==> src/rtl/uart_pkg.sv <==
`default_nettype none
// ============================================================================
// Module   : uart_pkg
// Brief    : Shared types and constants for the UART receive control path.
// Revision : 1.0 - initial release
// ============================================================================
package uart_pkg;

    typedef logic [2:0] rx_state_t;

    localparam rx_state_t c_ST_IDLE   = 3'd0;
    localparam rx_state_t c_ST_START  = 3'd1;
    localparam rx_state_t c_ST_DATA   = 3'd2;
    localparam rx_state_t c_ST_PARITY = 3'd3;
    localparam rx_state_t c_ST_STOP   = 3'd4;

    localparam logic c_PAR_EVEN = 1'b0;
    localparam logic c_PAR_ODD  = 1'b1;

    localparam int c_PRESCALE_8  = 8;
    localparam int c_PRESCALE_16 = 16;
    localparam int c_PRESCALE_32 = 32;

endpackage
`default_nettype wire

==> src/rtl/data_sampling.sv <==
`default_nettype none
// ============================================================================
// Module   : data_sampling
// Brief    : Three-sample majority-vote bit sampler centred on the bit middle.
// Revision : 1.0 - initial release
// ============================================================================
module data_sampling #(
    parameter int SAMPLING_BITS = 6
) (
    input  logic                     clk,
    input  logic                     rst,
    input  logic                     rx_in,
    input  logic [SAMPLING_BITS-1:0] prescale,
    input  logic [SAMPLING_BITS-1:0] edge_cnt,
    input  logic                     enable,
    output logic                     sampled_bit
);

    localparam logic [SAMPLING_BITS-1:0] c_ONE = SAMPLING_BITS'(1);
    localparam logic [SAMPLING_BITS-1:0] c_TWO = SAMPLING_BITS'(2);

    logic [SAMPLING_BITS-1:0] w_mid;
    logic                     w_majority;
    logic [2:0]               r_samples;
    logic                     r_sampled_bit;

    assign w_mid      = prescale >> 1;
    assign w_majority = (r_samples[0] & r_samples[1]) |
                        (r_samples[0] & r_samples[2]) |
                        (r_samples[1] & r_samples[2]);

    // Vote is registered one edge after the last sample so it is stable at bit end
    always_ff @(posedge clk) begin
        if (rst) begin
            r_samples     <= 3'b111;
            r_sampled_bit <= 1'b1;
        end else if (enable) begin
            if (edge_cnt == w_mid - c_ONE) r_samples[0] <= rx_in;
            if (edge_cnt == w_mid)         r_samples[1] <= rx_in;
            if (edge_cnt == w_mid + c_ONE) r_samples[2] <= rx_in;
            if (edge_cnt == w_mid + c_TWO) r_sampled_bit <= w_majority;
        end
    end

    assign sampled_bit = r_sampled_bit;

endmodule
`default_nettype wire

==> src/rtl/uart_rx_ctrl.sv <==
`default_nettype none
// ============================================================================
// Module   : uart_rx_ctrl
// Brief    : UART receive frame FSM, deserializer and parity/stop checking.
//            UART_RX_SYNC_EN adds a 2-flop input synchronizer on rx_in.
// Revision : 1.0 - initial release
// ============================================================================
module uart_rx_ctrl
    import uart_pkg::*;
#(
    parameter int SAMPLING_BITS = 6,
    parameter int BIT_CNT_W     = 4,
    parameter int FRAME_DATA    = 8
) (
    input  logic                     clk,
    input  logic                     rst,
    input  logic                     rx_in,
    input  logic [SAMPLING_BITS-1:0] prescale,
    input  logic                     par_en,
    input  logic                     par_typ,
    input  logic [SAMPLING_BITS-1:0] edge_cnt,
    input  logic [BIT_CNT_W-1:0]     bit_cnt,
    output logic                     cnt_enable,
    output logic [FRAME_DATA-1:0]    p_data,
    output logic                     data_valid,
    output logic                     par_err,
    output logic                     stp_err
);

    localparam logic [SAMPLING_BITS-1:0] c_ONE       = SAMPLING_BITS'(1);
    localparam logic [BIT_CNT_W-1:0]     c_LAST_DATA = BIT_CNT_W'(FRAME_DATA);

    rx_state_t             r_state;
    rx_state_t             w_next_state;
    logic                  w_rx;
    logic                  w_sampled;
    logic                  w_bit_end;
    logic                  w_start_entry;
    logic [FRAME_DATA-1:0] r_shift;
    logic [FRAME_DATA-1:0] r_p_data;
    logic                  r_data_valid;
    logic                  r_par_err;
    logic                  r_stp_err;
    logic                  r_par_en;
    logic                  r_par_typ;

`ifdef UART_RX_SYNC_EN
    logic [1:0] r_sync;

    always_ff @(posedge clk) begin
        if (rst) r_sync <= 2'b11;
        else     r_sync <= {r_sync[0], rx_in};
    end

    assign w_rx = r_sync[1];
`else
    assign w_rx = rx_in;
`endif

    data_sampling #(
        .SAMPLING_BITS (SAMPLING_BITS)
    ) u_sampler (
        .clk         (clk),
        .rst         (rst),
        .rx_in       (w_rx),
        .prescale    (prescale),
        .edge_cnt    (edge_cnt),
        .enable      (cnt_enable),
        .sampled_bit (w_sampled)
    );

    assign w_bit_end     = cnt_enable && (edge_cnt == prescale - c_ONE);
    assign w_start_entry = (r_state == c_ST_IDLE) && !w_rx;

    always_ff @(posedge clk) begin
        if (rst) r_state <= c_ST_IDLE;
        else     r_state <= w_next_state;
    end

    always_comb begin
        w_next_state = r_state;
        case (r_state)
            c_ST_IDLE:   if (w_start_entry) w_next_state = c_ST_START;
            c_ST_START:  if (w_bit_end) w_next_state = w_sampled ? c_ST_IDLE : c_ST_DATA;
            c_ST_DATA:   if (w_bit_end && (bit_cnt == c_LAST_DATA))
                             w_next_state = r_par_en ? c_ST_PARITY : c_ST_STOP;
            c_ST_PARITY: if (w_bit_end) w_next_state = c_ST_STOP;
            c_ST_STOP:   if (w_bit_end) w_next_state = c_ST_IDLE;
            default:     w_next_state = c_ST_IDLE;
        endcase
    end

    always_comb begin
        cnt_enable = (r_state != c_ST_IDLE);
    end

    // Frame options are frozen at start so a mid-frame change cannot corrupt checks
    always_ff @(posedge clk) begin
        if (rst) begin
            r_shift      <= '0;
            r_p_data     <= '0;
            r_data_valid <= 1'b0;
            r_par_err    <= 1'b0;
            r_stp_err    <= 1'b0;
            r_par_en     <= 1'b0;
            r_par_typ    <= c_PAR_EVEN;
        end else begin
            r_data_valid <= 1'b0;
            case (r_state)
                c_ST_IDLE: begin
                    if (w_start_entry) begin
                        r_par_err <= 1'b0;
                        r_stp_err <= 1'b0;
                        r_par_en  <= par_en;
                        r_par_typ <= par_typ;
                    end
                end
                c_ST_DATA: begin
                    if (w_bit_end) r_shift <= {w_sampled, r_shift[FRAME_DATA-1:1]};
                end
                c_ST_PARITY: begin
                    if (w_bit_end && ((^r_shift ^ r_par_typ) != w_sampled)) r_par_err <= 1'b1;
                end
                c_ST_STOP: begin
                    if (w_bit_end) begin
                        if (!w_sampled) begin
                            r_stp_err <= 1'b1;
                        end else if (!r_par_err) begin
                            r_p_data     <= r_shift;
                            r_data_valid <= 1'b1;
                        end
                    end
                end
                default: ;
            endcase
        end
    end

    assign p_data     = r_p_data;
    assign data_valid = r_data_valid;
    assign par_err    = r_par_err;
    assign stp_err    = r_stp_err;

endmodule
`default_nettype wire

==> config.mk <==
export PLATFORM = sky130hd
export DESIGN_NAME = uart_rx_ctrl
export DESIGN_NICKNAME = d
export VERILOG_FILES = /design/src/rtl/uart_pkg.sv /design/src/rtl/data_sampling.sv /design/src/rtl/uart_rx_ctrl.sv
export SDC_FILE = /design/constraint.sdc
export NUM_CORES = 1
export LEC_CHECK = 0
export ABC_AREA = 1
export BUFFER_PORTS_ARGS = -buffer_cell sky130_fd_sc_hd__buf_2
export CORE_MARGIN = 2
export CORE_UTILIZATION = 25
export DETAILED_ROUTE_END_ITERATION = 10
export GPL_ROUTABILITY_DRIVEN = 0
export MAX_ROUTING_LAYER = met4
export SLEW_MARGIN = 20
export SYNTH_ARGS = -nofsm -noshare
export SYNTH_HDL_FRONTEND = slang
export SYNTH_SLANG_ARGS = --single-unit
==> constraint.sdc <==
create_clock -name clk -period 1.7 [get_ports clk]
set_input_delay 0.085 -clock clk [delete_from_list [all_inputs] [get_ports clk]]
set_output_delay 0.085 -clock clk [all_outputs]
set_load 0.05 [all_outputs]
After elaboration in Yosys (flattened, before gate mapping)
Index checks and enable logic that the tools add are counted.
- $add $sub $neg: 4
- $mul: 0
- divide/modulo/power cells: 0
- order comparisons: 0
- equality and inequality tests: 18
- shift-type cells: 0
- multiplexer cells: 15
- bitwise logic cells: 10
- reductions and logical operators: 21
- operator list (kind ; count):
    $eq 6x6->1 ; 4
    $mux 3 ; 6
    $pmux 3 s5 ; 1
    $ne 2x2->1 const B ; 7
    $reduce_and 2->1 ; 6
    $reduce_and 4->1 ; 2
    $reduce_xor 8->1 ; 1
    $add 5x1->6 const B ; 1
    $add 5x2->6 const B ; 1
    $eq 3x2->1 const B ; 2
    $eq 6x5->1 ; 1
    $sub 5x1->6 const B ; 1
    $sub 6x1->6 const B ; 1
    $mux 1 ; 5
    $reduce_and 5->1 ; 1
    $eq 4x4->1 const B ; 1
    $logic_and 1x1->1 ; 4
    $not 1->1 ; 4
    $pmux 1 s2 ; 2
    $reduce_bool 2->1 ; 2
    $reduce_or 4->1 ; 1
    $and 1x1->1 ; 3
    $eq 3x1->1 const B ; 1
    $eq 3x3->1 const B ; 1
    8 further kinds ; 9
- register bits after elaboration: 28
- latch bits: 0
- RAM bits: 0
- bits in read-only memories: 0
- input bits: 21
- output and inout port bits: 12
- logic and storage cells: 80
- memories kept: 0

Logic depth before layout (Yosys ltp)
Gate-level depths: netlist of the first run.
- depth in word-level cells: 6
- mapped depth: 15
- mapped depth without buffers: 15

Hierarchy
A second synthesis of the first run with hierarchy kept.
- cells, all modules: 347
- area total of the unflattened synthesis: 2135.8 um^2
- by module, submodules not included (module ; times used ; cells an instance ; area each (um^2) ; sequential area each (um^2)):
    uart_rx_ctrl ; 1 ; 211 ; 1433.9 ; 480.5
    data_sampling ; 1 ; 136 ; 701.9 ; 80.1

Least setup slack after synthesis of the first run
Ideal clock, no wire load.
- kind: register to register
- from: reg r_state[0]
- to: reg r_p_data[0], in the netlist p_data[0]
- library setup time: 116 ps
- arrival: 1544 ps
- data required time: 1584 ps
- slack: 40 ps
- stages on the path, launching flop included: 10
- buffers on the path: 0
- clock period less this slack: 1660 ps
- cell sequence: dfxtp_1 -> inv_2 -> nand2_2 -> nand3_1 -> nor2_2 -> nand3_4 -> inv_2 -> nand4_4 -> o21ai_0 -> nor2_1
- word-level cells in the longest chain between the ends: 3
- elaborated cells on any way between the ends: 4
- classes of those cells: eq/ne (1); reduce/logical (3)
- RTL lines (item ; RTL line ; text):
    start, declared ; uart_rx_ctrl.sv:33 ; rx_state_t r_state;
    start signal, assigned ; uart_rx_ctrl.sv:76 ; if (rst) r_state <= c_ST_IDLE;
    start signal, assigned ; uart_rx_ctrl.sv:77 ; else r_state <= w_next_state;
    $reduce_bool 3->1 ; uart_rx_ctrl.sv:94 ; cnt_enable = (r_state != c_ST_IDLE);
    via cnt_enable ; uart_rx_ctrl.sv:23 ; output logic cnt_enable,
    $logic_and 1x1->1 ; uart_rx_ctrl.sv:72 ; assign w_bit_end = cnt_enable && (edge_cnt == prescale - c_ONE);
    $reduce_and 4->1 (no source line) ; n/a ;
    end signal, assigned ; uart_rx_ctrl.sv:129 ; r_p_data <= r_shift;
    end, declared ; uart_rx_ctrl.sv:40 ; logic [FRAME_DATA-1:0] r_p_data;
The timed path passes the listed nets, and every way through them passes these cells.
A chain may end at the register's enable or synchronous reset.

Final worst setup path of the first run
- from: reg r_state[0]
- to: reg r_p_data[0], in the netlist p_data[0]
- word-level cells in the longest chain between the ends: 3
- elaborated cells on any way between the ends: 4
- classes of those cells: eq/ne (1); reduce/logical (3)
- RTL lines (item ; RTL line):
    $reduce_bool 3->1 ; uart_rx_ctrl.sv:94
    $logic_and 1x1->1 ; uart_rx_ctrl.sv:72
    $reduce_and 4->1 (no source line) (*) ; n/a
Mark *: on every way between the ends. The rest lies on a longest branch, timed or not.

==> impl_results.md, run 1 <==
* Number of max-capacitance violations reported at 0
* Post-synth EDFFs at 0
* Area leader, netlist: sky130_fd_sc_hd__dfxtp_1
* Count leader, synth: sky130_fd_sc_hd__nand2_1
* Relative contribution of sequential cells to total power at between 30% and 40%
* WP data arrival at approximately 1.7 ns
* Final setup skew at 0.00207 ns
* Transition time of the tightest slew-check pin at 0.530 ns
* Normalized max-slew margin at 64.6%
* Compound-Gate Fraction of Synth Area at 11.7%
* Gr ovfl total at 0
* Setup violations, final at 0
* Deepest clock path buffer count at 2
* Area Growth Syn to Fin at 24.2%
* Post-route antenna net violation count at 0
* Net switching power at roughly 0.83 mW
* Clock tree from TritonCTS: done
* Height of the die at approximately 90 microns
* Layout Cells excl Fill at approximately 430
* Half-perimeter wire length after detailed placement at 3600 microns
* Wirelength per Cell at 10.2 microns
* Number of standard-cell rows in the floorplan at 31
* Iteration-0 DRC count of the detailed router at 128
* Fraction of power spent switching nets at 38.4%
* GRT Resource Usage Total at roughly 11%
* Required @ worst endpoint at 1.87 ns
* Predominant post-synthesis flop cell: sky130_fd_sc_hd__dfxtp_1
* Number of filler cells placed in the layout at 818
* Mux cell area share after synthesis at 0%
* DRC violation count after routing at 0
* Share of final-layout standard cells stronger than drive strength 1 at 20.1%
* Total number of clock tree sinks at 28
* Maximum achievable frequency at 654 MHz
* Post-synthesis cell area at roughly 1900 sq um
* Sequential-to-total area share from yosys stat at a little under a third
* Hold depth at 3
* Number of hold violations in the final report at 0
* Number of distinct library cells after synthesis at 32
* Area taken by flip-flops and latches at 564 sq um
* Synthesized-area fraction occupied by xor and xnor cells at about a tenth
* Antenna cells at 0
* Design internal power at 1.33 mW
* Number of antenna violations at the first check in global routing at 0
* Area fraction in and, or, nand and nor cells after synthesis at 34.4%
* Area share of fa/ha/maj cells after synthesis at under 10%
* Clock latency on the worst-skew pair at around 0.27 ns
* Die area at 8160 sq um
* Nature of the critical path startpoint: flip-flop
* Type of the tightest min-delay check: in2reg
* Mean cell area of the mapped netlist at approximately 6.5 sq um
* Critical setup path kind: reg2reg
* Depth of the worst register-to-register path at 9
* Maximum level of the CTS H-tree at 1
* Post-synthesis instance total at 288
* Maximum number of pins on one net before global-route repair at 23
* Combinational family with the most area after synthesis: simple AND/OR/NAND/NOR gates
* Post-Syn Nets at between 300 and 400
* Commonest cells in the netlist: 62 x sky130_fd_sc_hd__nand2_1, 52 x sky130_fd_sc_hd__nor2_1, 38 x sky130_fd_sc_hd__inv_1, 28 x sky130_fd_sc_hd__dfxtp_1, 25 x sky130_fd_sc_hd__o21ai_0
* Buffers added on ports at 32
* Final setup margin at 0.170 ns
* Vias in the first global route at approximately 1.7k
* Minimum period implied by the final worst setup slack at 1.53 ns
* Number of buffers created by CTS at 3
* Count of cells resized by post-cts repair at 0
* Run status: finished, final reports clean
* Die Span X at 90.4 microns
* Portion of synthesized cell area occupied by the leading cell type at between 30% and 40%
* Crit-path max FO at 10
* CTS Hold Buffers Added at 0
* Top delay family on crit path: simple AND/OR/NAND/NOR gates
* Final Hold Slack at 0.0593 ns
* Library cell used as clock root buffer: sky130_fd_sc_hd__clkbuf_8
* Number of stages on the worst setup path at 9
* Buffer and inverter count on the worst path at 2
* First-pass GRT wire length at 7520 microns
* Number of top-level design ports at 33
* Total instance count after detailed placement at ~430
* Largest stage delay on the critical path at 0.37 ns
* Peak ir drop on the vdd network at 298 uV
* Most area-consuming cells after synthesis: sky130_fd_sc_hd__dfxtp_1 30%, sky130_fd_sc_hd__nand2_1 12%, sky130_fd_sc_hd__nor2_1 10%
* Total via count in the routed design at 1876
* Net count of the finished layout at 363
* Slowest cell on the critical path: sky130_fd_sc_hd__dfxtp_2
* Cell seen most often among critical-path stages: sky130_fd_sc_hd__inv_2
* Series of cell instances along the critical path: inv_2 > nand2_2 > nand3_1 > nor2_4 > nand3_4 > inv_2 > nand4_4 > o21ai_0 > nor2_1
* Combinational group share of total power at between 40 and 50%
* Total wirelength of the detailed-routed design at 4410 microns
* Core ar. at a little over 7000 sq um
* Via density per instance at ~4.3
* Proportion of register bits with asynchronous set or reset after synthesis at 0%
* Max Slew Vio Count at 0
* Static Leakage at 1.17 nW
* Power density cells at 931 nW/um^2
* Number of warnings issued by yosys at 0
* Starting Density at around a quarter
* Register clock-pin slew on the reported worst setup and hold paths at about 0.090 ns
* Synthesis-stage register bit count at 28
* Clock group share of total power at between 20% and 30%
* Detailed-router iteration count before antenna repair at 4
* Share of the cycle needed by the critical path after routing at 90.0%
* Setup repair after global routing missed its margin: true
* Worst slack at placement at -0.125 ns
* Setup total negative slack at 0 ns
* Setup Buffers After CTS at 0
* Critical Path End Type: flip-flop
* Multi-input gate area in the final layout at 1130 sq um
-- sequential cells by signal (all words and copies together), names as in the netlist --
| name | cells |
|---|---|
| r_shift | 8 |
| p_data | 8 |
| par_err | 1 |
| r_state | 3 |
| data_valid | 1 |
| stp_err | 1 |
| u_sampler.sampled_bit | 1 |
| r_par_typ | 1 |
| u_sampler.r_samples | 3 |
| r_par_en | 1 |
-- placed cells by master (no fill, tap or decap) --
master,instances
sky130_fd_sc_hd__a21oi_1,11
sky130_fd_sc_hd__a21oi_2,1
sky130_fd_sc_hd__a32oi_1,1
sky130_fd_sc_hd__buf_2,32
sky130_fd_sc_hd__buf_4,13
sky130_fd_sc_hd__bufinv_16,1
sky130_fd_sc_hd__clkbuf_8,3
sky130_fd_sc_hd__clkinv_1,1
sky130_fd_sc_hd__dfxtp_1,25
sky130_fd_sc_hd__dfxtp_2,3
sky130_fd_sc_hd__ha_1,7
sky130_fd_sc_hd__inv_1,37
sky130_fd_sc_hd__inv_2,6
sky130_fd_sc_hd__inv_4,1
sky130_fd_sc_hd__nand2_1,62
sky130_fd_sc_hd__nand2_2,1
sky130_fd_sc_hd__nand3_1,10
sky130_fd_sc_hd__nand3_4,1
sky130_fd_sc_hd__nand3b_1,1
sky130_fd_sc_hd__nand4_1,7
sky130_fd_sc_hd__nand4_4,1
sky130_fd_sc_hd__nor2_1,52
sky130_fd_sc_hd__nor2_4,2
sky130_fd_sc_hd__nor3_1,4
sky130_fd_sc_hd__nor3_2,1
sky130_fd_sc_hd__nor4_1,2
sky130_fd_sc_hd__o211ai_1,2
sky130_fd_sc_hd__o21ai_0,22
sky130_fd_sc_hd__o21ai_1,3
sky130_fd_sc_hd__o22ai_1,1
sky130_fd_sc_hd__or3_1,1
sky130_fd_sc_hd__xnor2_1,9
sky130_fd_sc_hd__xnor2_2,1
sky130_fd_sc_hd__xor2_1,9
-- cell type report --
| cell class | instances | area share, % |
|---|---|---|
| Clock inverter | 1 | 1.30 |
| Clock buffer | 3 | 1.78 |
| Timing Repair Buffer | 45 | 11.1 |
| Sequential cell | 28 | 24.4 |
| Inverter | 45 | 7.41 |
| Tap cell | 99 | 5.35 |
| Multi-Input combinational cell | 212 | 48.6 |
-- tightest hold or removal path, stage by stage --
cell                     delay, ns
sky130_fd_sc_hd__buf_2        0.09
sky130_fd_sc_hd__nor2_1       0.04
sky130_fd_sc_hd__nor2_1       0.08
-- per-layer routing --
metal	vias to the layer above	share of wire, %	global-route usage [%]
met5	-	0	-
met1	841	49	14.5
li1	1006	-	-
met2	27	48	18.5
met4	0	0.61	2.56
met3	2	2.2	1.00
-- stage by stage --
step           utilization [%]  cell area (sq um)  total power [mW]
2_1_floorplan                -               1860              1.40
3_3_place_gp              30.8               2230              1.64
3_5_place_dp              30.8               2230              1.64
4_1_cts                   31.8               2300              2.16
5_1_grt                   31.9               2310              2.32
6_report                  31.9               2310              2.16
-- path summary, 6_finish.rpt --
kind | from | slack [ns] | endpoint
worst max-delay path | r_state[0]$_SDFFE_PP0P_ | 0.17 | p_data[0]$_SDFFE_PP0P_
worst max register to register | r_state[0]$_SDFFE_PP0P_ | 0.17 | p_data[0]$_SDFFE_PP0P_
worst min-delay path | par_typ | 0.06 | r_par_typ$_SDFFE_PP0P_
worst min register to register | stp_err$_SDFFE_PP0P_ | 0.46 | stp_err$_SDFFE_PP0P_
-- cell families (layout without fill, tap and decap cells) --
group	count (synthesis)	in the layout
AOI/OAI and AO/OA	41	41
xor gates and xnor gates	19	19
adders and majority gates	7	7
buffers and inverters	48	94
DFF	28	28
and+or+nand+nor	145	145
-- power by group through the flow --
stage / Combinational (mW) / Clock (mW) / Sequential [mW]
after floorplan: 0.566 / 0 / 0.830
after global placement: 0.863 / 0 / 0.776
after detailed placement: 0.864 / 0 / 0.779
after CTS: 0.867 / 0.530 / 0.763
after global routing: 0.983 / 0.560 / 0.776
final: 0.873 / 0.513 / 0.769
(Power assumes the default switching activity.)
==> inputs of run 2 (changes only) <==
- ABC_AREA: 1 -> not set
- HOLD_SLACK_MARGIN: not set -> 0.02
==> run 2 against run 1 <==
Net effect: non-clock buffer count grew 19; hold slack worse by 0.021 ns; via count is 8.4% lower; flip-flop and latch count unchanged.
==> impl_results.md, run 2 <==
* Number of antenna violations at the first check in global routing at 0
* Largest stage delay on the critical path at 0.43 ns
* Depth of the worst register-to-register path at 5
* Hold depth at 3
* Clock latency on the worst-skew pair at 0.28 ns
* Most Used Layer, Global Route: met2
* Via density per instance at ~4.7
* Final Hold Slack at 0.0380 ns
* Number of max-capacitance violations reported at 0
* First-pass GRT wire length at 7250 microns
* Critical Path End Type: flip-flop
* Iteration-0 DRC count of the detailed router at 100
* Final setup skew at 0.00412 ns
* Predominant post-synthesis flop cell: sky130_fd_sc_hd__dfxtp_1
* Vias in the first global route at 1638
* Number of buffers created by CTS at 3
* Type of the tightest min-delay check: in2reg
* Required @ worst endpoint at between 1.5 and 2 ns
* Power density cells at 635 nW/um^2
* Cell seen most often among critical-path stages: sky130_fd_sc_hd__nor3_2
* Max Slew Vio Count at 0
* Proportion of register bits with asynchronous set or reset after synthesis at 0%
* Setup violations, final at 0
* Height of the die at 90.2 microns
* Commonest cells after routing, fill and taps aside: 32 x sky130_fd_sc_hd__buf_2, 32 x sky130_fd_sc_hd__buf_4, 28 x sky130_fd_sc_hd__dfxtp_1
* Half-perimeter wire length after detailed placement at 3590 microns
* Post-synthesis instance total at 216
* Number of warnings issued by yosys at 0
* Total number of clock tree sinks at 28
* Net count of the finished layout at approximately 300
* Post-synthesis cell area at around 1900 sq um
* Maximum number of pins on one net before global-route repair at 17
* Antenna cells at 0
* Layout Cells excl Fill at 369
* Area Growth Syn to Fin at 29.5%
* Met1 Track Usage GR at roughly 14%
* Buffers added on ports at 32
* DRC violation count after routing at 0
* Normalized max-slew margin at 73.6%
* Count leader, synth: sky130_fd_sc_hd__dfxtp_1
* Number of filler cells placed in the layout at 795
* Maximum achievable frequency at around 630 MHz
* Commonest cells in the netlist: 28 x sky130_fd_sc_hd__dfxtp_1, 23 x sky130_fd_sc_hd__nor2_1, 19 x sky130_fd_sc_hd__xnor2_1, 16 x sky130_fd_sc_hd__mux2i_1, 16 x sky130_fd_sc_hd__nand2_1
* Transition time of the tightest slew-check pin at 0.396 ns
* Area leader, netlist: sky130_fd_sc_hd__dfxtp_1
* Synthesis-stage register bit count at 28
* Setup Buffers After CTS at 0
* Series of cell instances along the critical path: nor3_2 > nor3_2 > o2111ai_1 > or3_4 > a31o_1
* Detailed-router iteration count before antenna repair at 4
* Gr ovfl total at 0
* Slowest cell on the critical path: sky130_fd_sc_hd__or3_4
* Minimum period implied by the final worst setup slack at between 1.5 and 2 ns
* Multi-input gate area in the final layout at approximately 1200 sq um
* Global-route met2 utilization at 18.3%
* WP data arrival at 1.77 ns
* Clock tree from TritonCTS: done
* Number of hold violations in the final report at 0
* Share of the cycle needed by the critical path after routing at a little over nine tenths
* GR Layer Usage met3 at 1.51%
* Most area-consuming cells after synthesis: sky130_fd_sc_hd__dfxtp_1 30%, sky130_fd_sc_hd__xnor2_1 9.0%, sky130_fd_sc_hd__mux2i_1 8.6%
* Maximum level of the CTS H-tree at 1
* Number of standard-cell rows in the floorplan at 31
* Wirelength per Cell at 12.0 microns
* Number of distinct library cells after synthesis at 49
* Area taken by flip-flops and latches at 561 sq um
* Total wirelength of the detailed-routed design at 4410 microns
* Crit-path max FO at 9
* Nature of the critical path startpoint: flip-flop
* Post-synth EDFFs at 0
* Die area at between 8000 and 9000 sq um
* Post-Syn Nets at 244
* Sequential-to-total area share from yosys stat at ~30%
* Register clock-pin slew on the reported worst setup and hold paths at 0.10 ns
* Mean cell area of the mapped netlist at 8.59 sq um
* Peak ir drop on the vdd network at 243 uV
* Number of top-level design ports at 33
* Run status: finished, final reports clean
* Die Span X at 90.2 microns
* Static Leakage at 1.05 nW
* GRT Resource Usage Total at 11.1%
* Core ar. at roughly 7200 sq um
* Share of final-layout standard cells stronger than drive strength 1 at 28.5%
* Deepest clock path buffer count at 2
* Portion of synthesized cell area occupied by the leading cell type at between 30% and 40%
* CTS Hold Buffers Added at 0
* Total via count in the routed design at 1718
* Total instance count after detailed placement at between 300 and 400
* Critical setup path kind: reg2reg
* Starting Density at 25.7%
* Library cell used as clock root buffer: sky130_fd_sc_hd__clkbuf_8
* Post-route antenna net violation count at 0
-- run 2: cell types whose count changed after synthesis, moves of 7 or more --
cell                      delta
sky130_fd_sc_hd__nand3_1     -7
sky130_fd_sc_hd__nand2_1    -46
sky130_fd_sc_hd__buf_2       +8
sky130_fd_sc_hd__o21ai_0    -23
sky130_fd_sc_hd__xnor2_1    +10
sky130_fd_sc_hd__inv_1      -32
sky130_fd_sc_hd__a21oi_1     -8
sky130_fd_sc_hd__nor2_1     -29
sky130_fd_sc_hd__mux2i_1    +16
sky130_fd_sc_hd__nor4_1      +7
sky130_fd_sc_hd__a31o_1      +7
-- run 2: metal layers --
layer | wire [microns] | vias up
met3 | 109 | 10
met2 | 2100 | 28
li1 | - | 877
met5 | 0 | -
met4 | 95 | 0
met1 | 2100 | 803
-- run 2: stage by stage --
step           util, %  instance area [sq um]  power, mW  worst slack, ns  TNS, ns
2_1_floorplan        -                   1860      0.876          0.00178        0
3_3_place_gp      32.0                   2310      0.998           -0.255    -2.84
3_5_place_dp      32.0                   2310       1.00           -0.300    -3.73
4_1_cts           33.1                   2380       1.54           0.0694        0
5_1_grt           33.3                   2400       1.59          -0.0163  -0.0510
6_report          33.3                   2400       1.52            0.108        0
-- run 2: cells by family after synthesis --
| family | count (synthesis) | synth area share (%) |
|---|---|---|
| AOI/OAI and AO/OA | 34 | 14.6 |
| DFF | 28 | 30.2 |
| muxes | 16 | 8.63 |
| and+or+nand+nor | 80 | 22.7 |
| buffers and inverters | 22 | 5.46 |
| adders and majority gates | 7 | 4.72 |
| xor gates and xnor gates | 29 | 13.7 |
-- run 2: path summary, 6_finish.rpt --
kind	start	slack, ns	endpoint
setup / recovery	r_state[2]$_SDFFE_PP0P_	0.11	p_data[3]$_SDFFE_PP0P_
hold / removal	par_en	0.04	r_par_en$_SDFFE_PP0P_
setup reg to reg	r_state[2]$_SDFFE_PP0P_	0.11	p_data[3]$_SDFFE_PP0P_
hold reg to reg	p_data[7]$_SDFFE_PP0P_	0.47	p_data[7]$_SDFFE_PP0P_
-- run 2: worst max-delay path, delay by kind of cell, from the launching register on --
kind / cells / cell delay [ns]
simple gates: 3 / 0.72
compound gates: 2 / 0.42
flops: 1 / 0.36
-- run 2: cell type report --
cell class              instances  share of cell area, %
multi-input cells             166                   50.6
flip-flops and latches         28                   23.3
repair buffers                 64                   16.7
well taps                      99                   5.16
clock buffers                   3                   1.72
clock inverters                 1                   1.25
inverters                       8                   1.25
-- run 2: timing repair --
item                                   in CTS  in global routing
pin swaps                                   0                  1
resized for setup                           1                  3
endpoints found under the hold margin       0                  0
setup endpoints to repair                   7                 11
-- run 2: power by group --
part | switching (mW) | total (mW) | internal [mW]
Sequential | 0.00517 | 0.667 | 0.662
Combinational | 0.174 | 0.322 | 0.148
Clock | 0.219 | 0.535 | 0.316
Total | 0.398 | 1.52 | 1.13
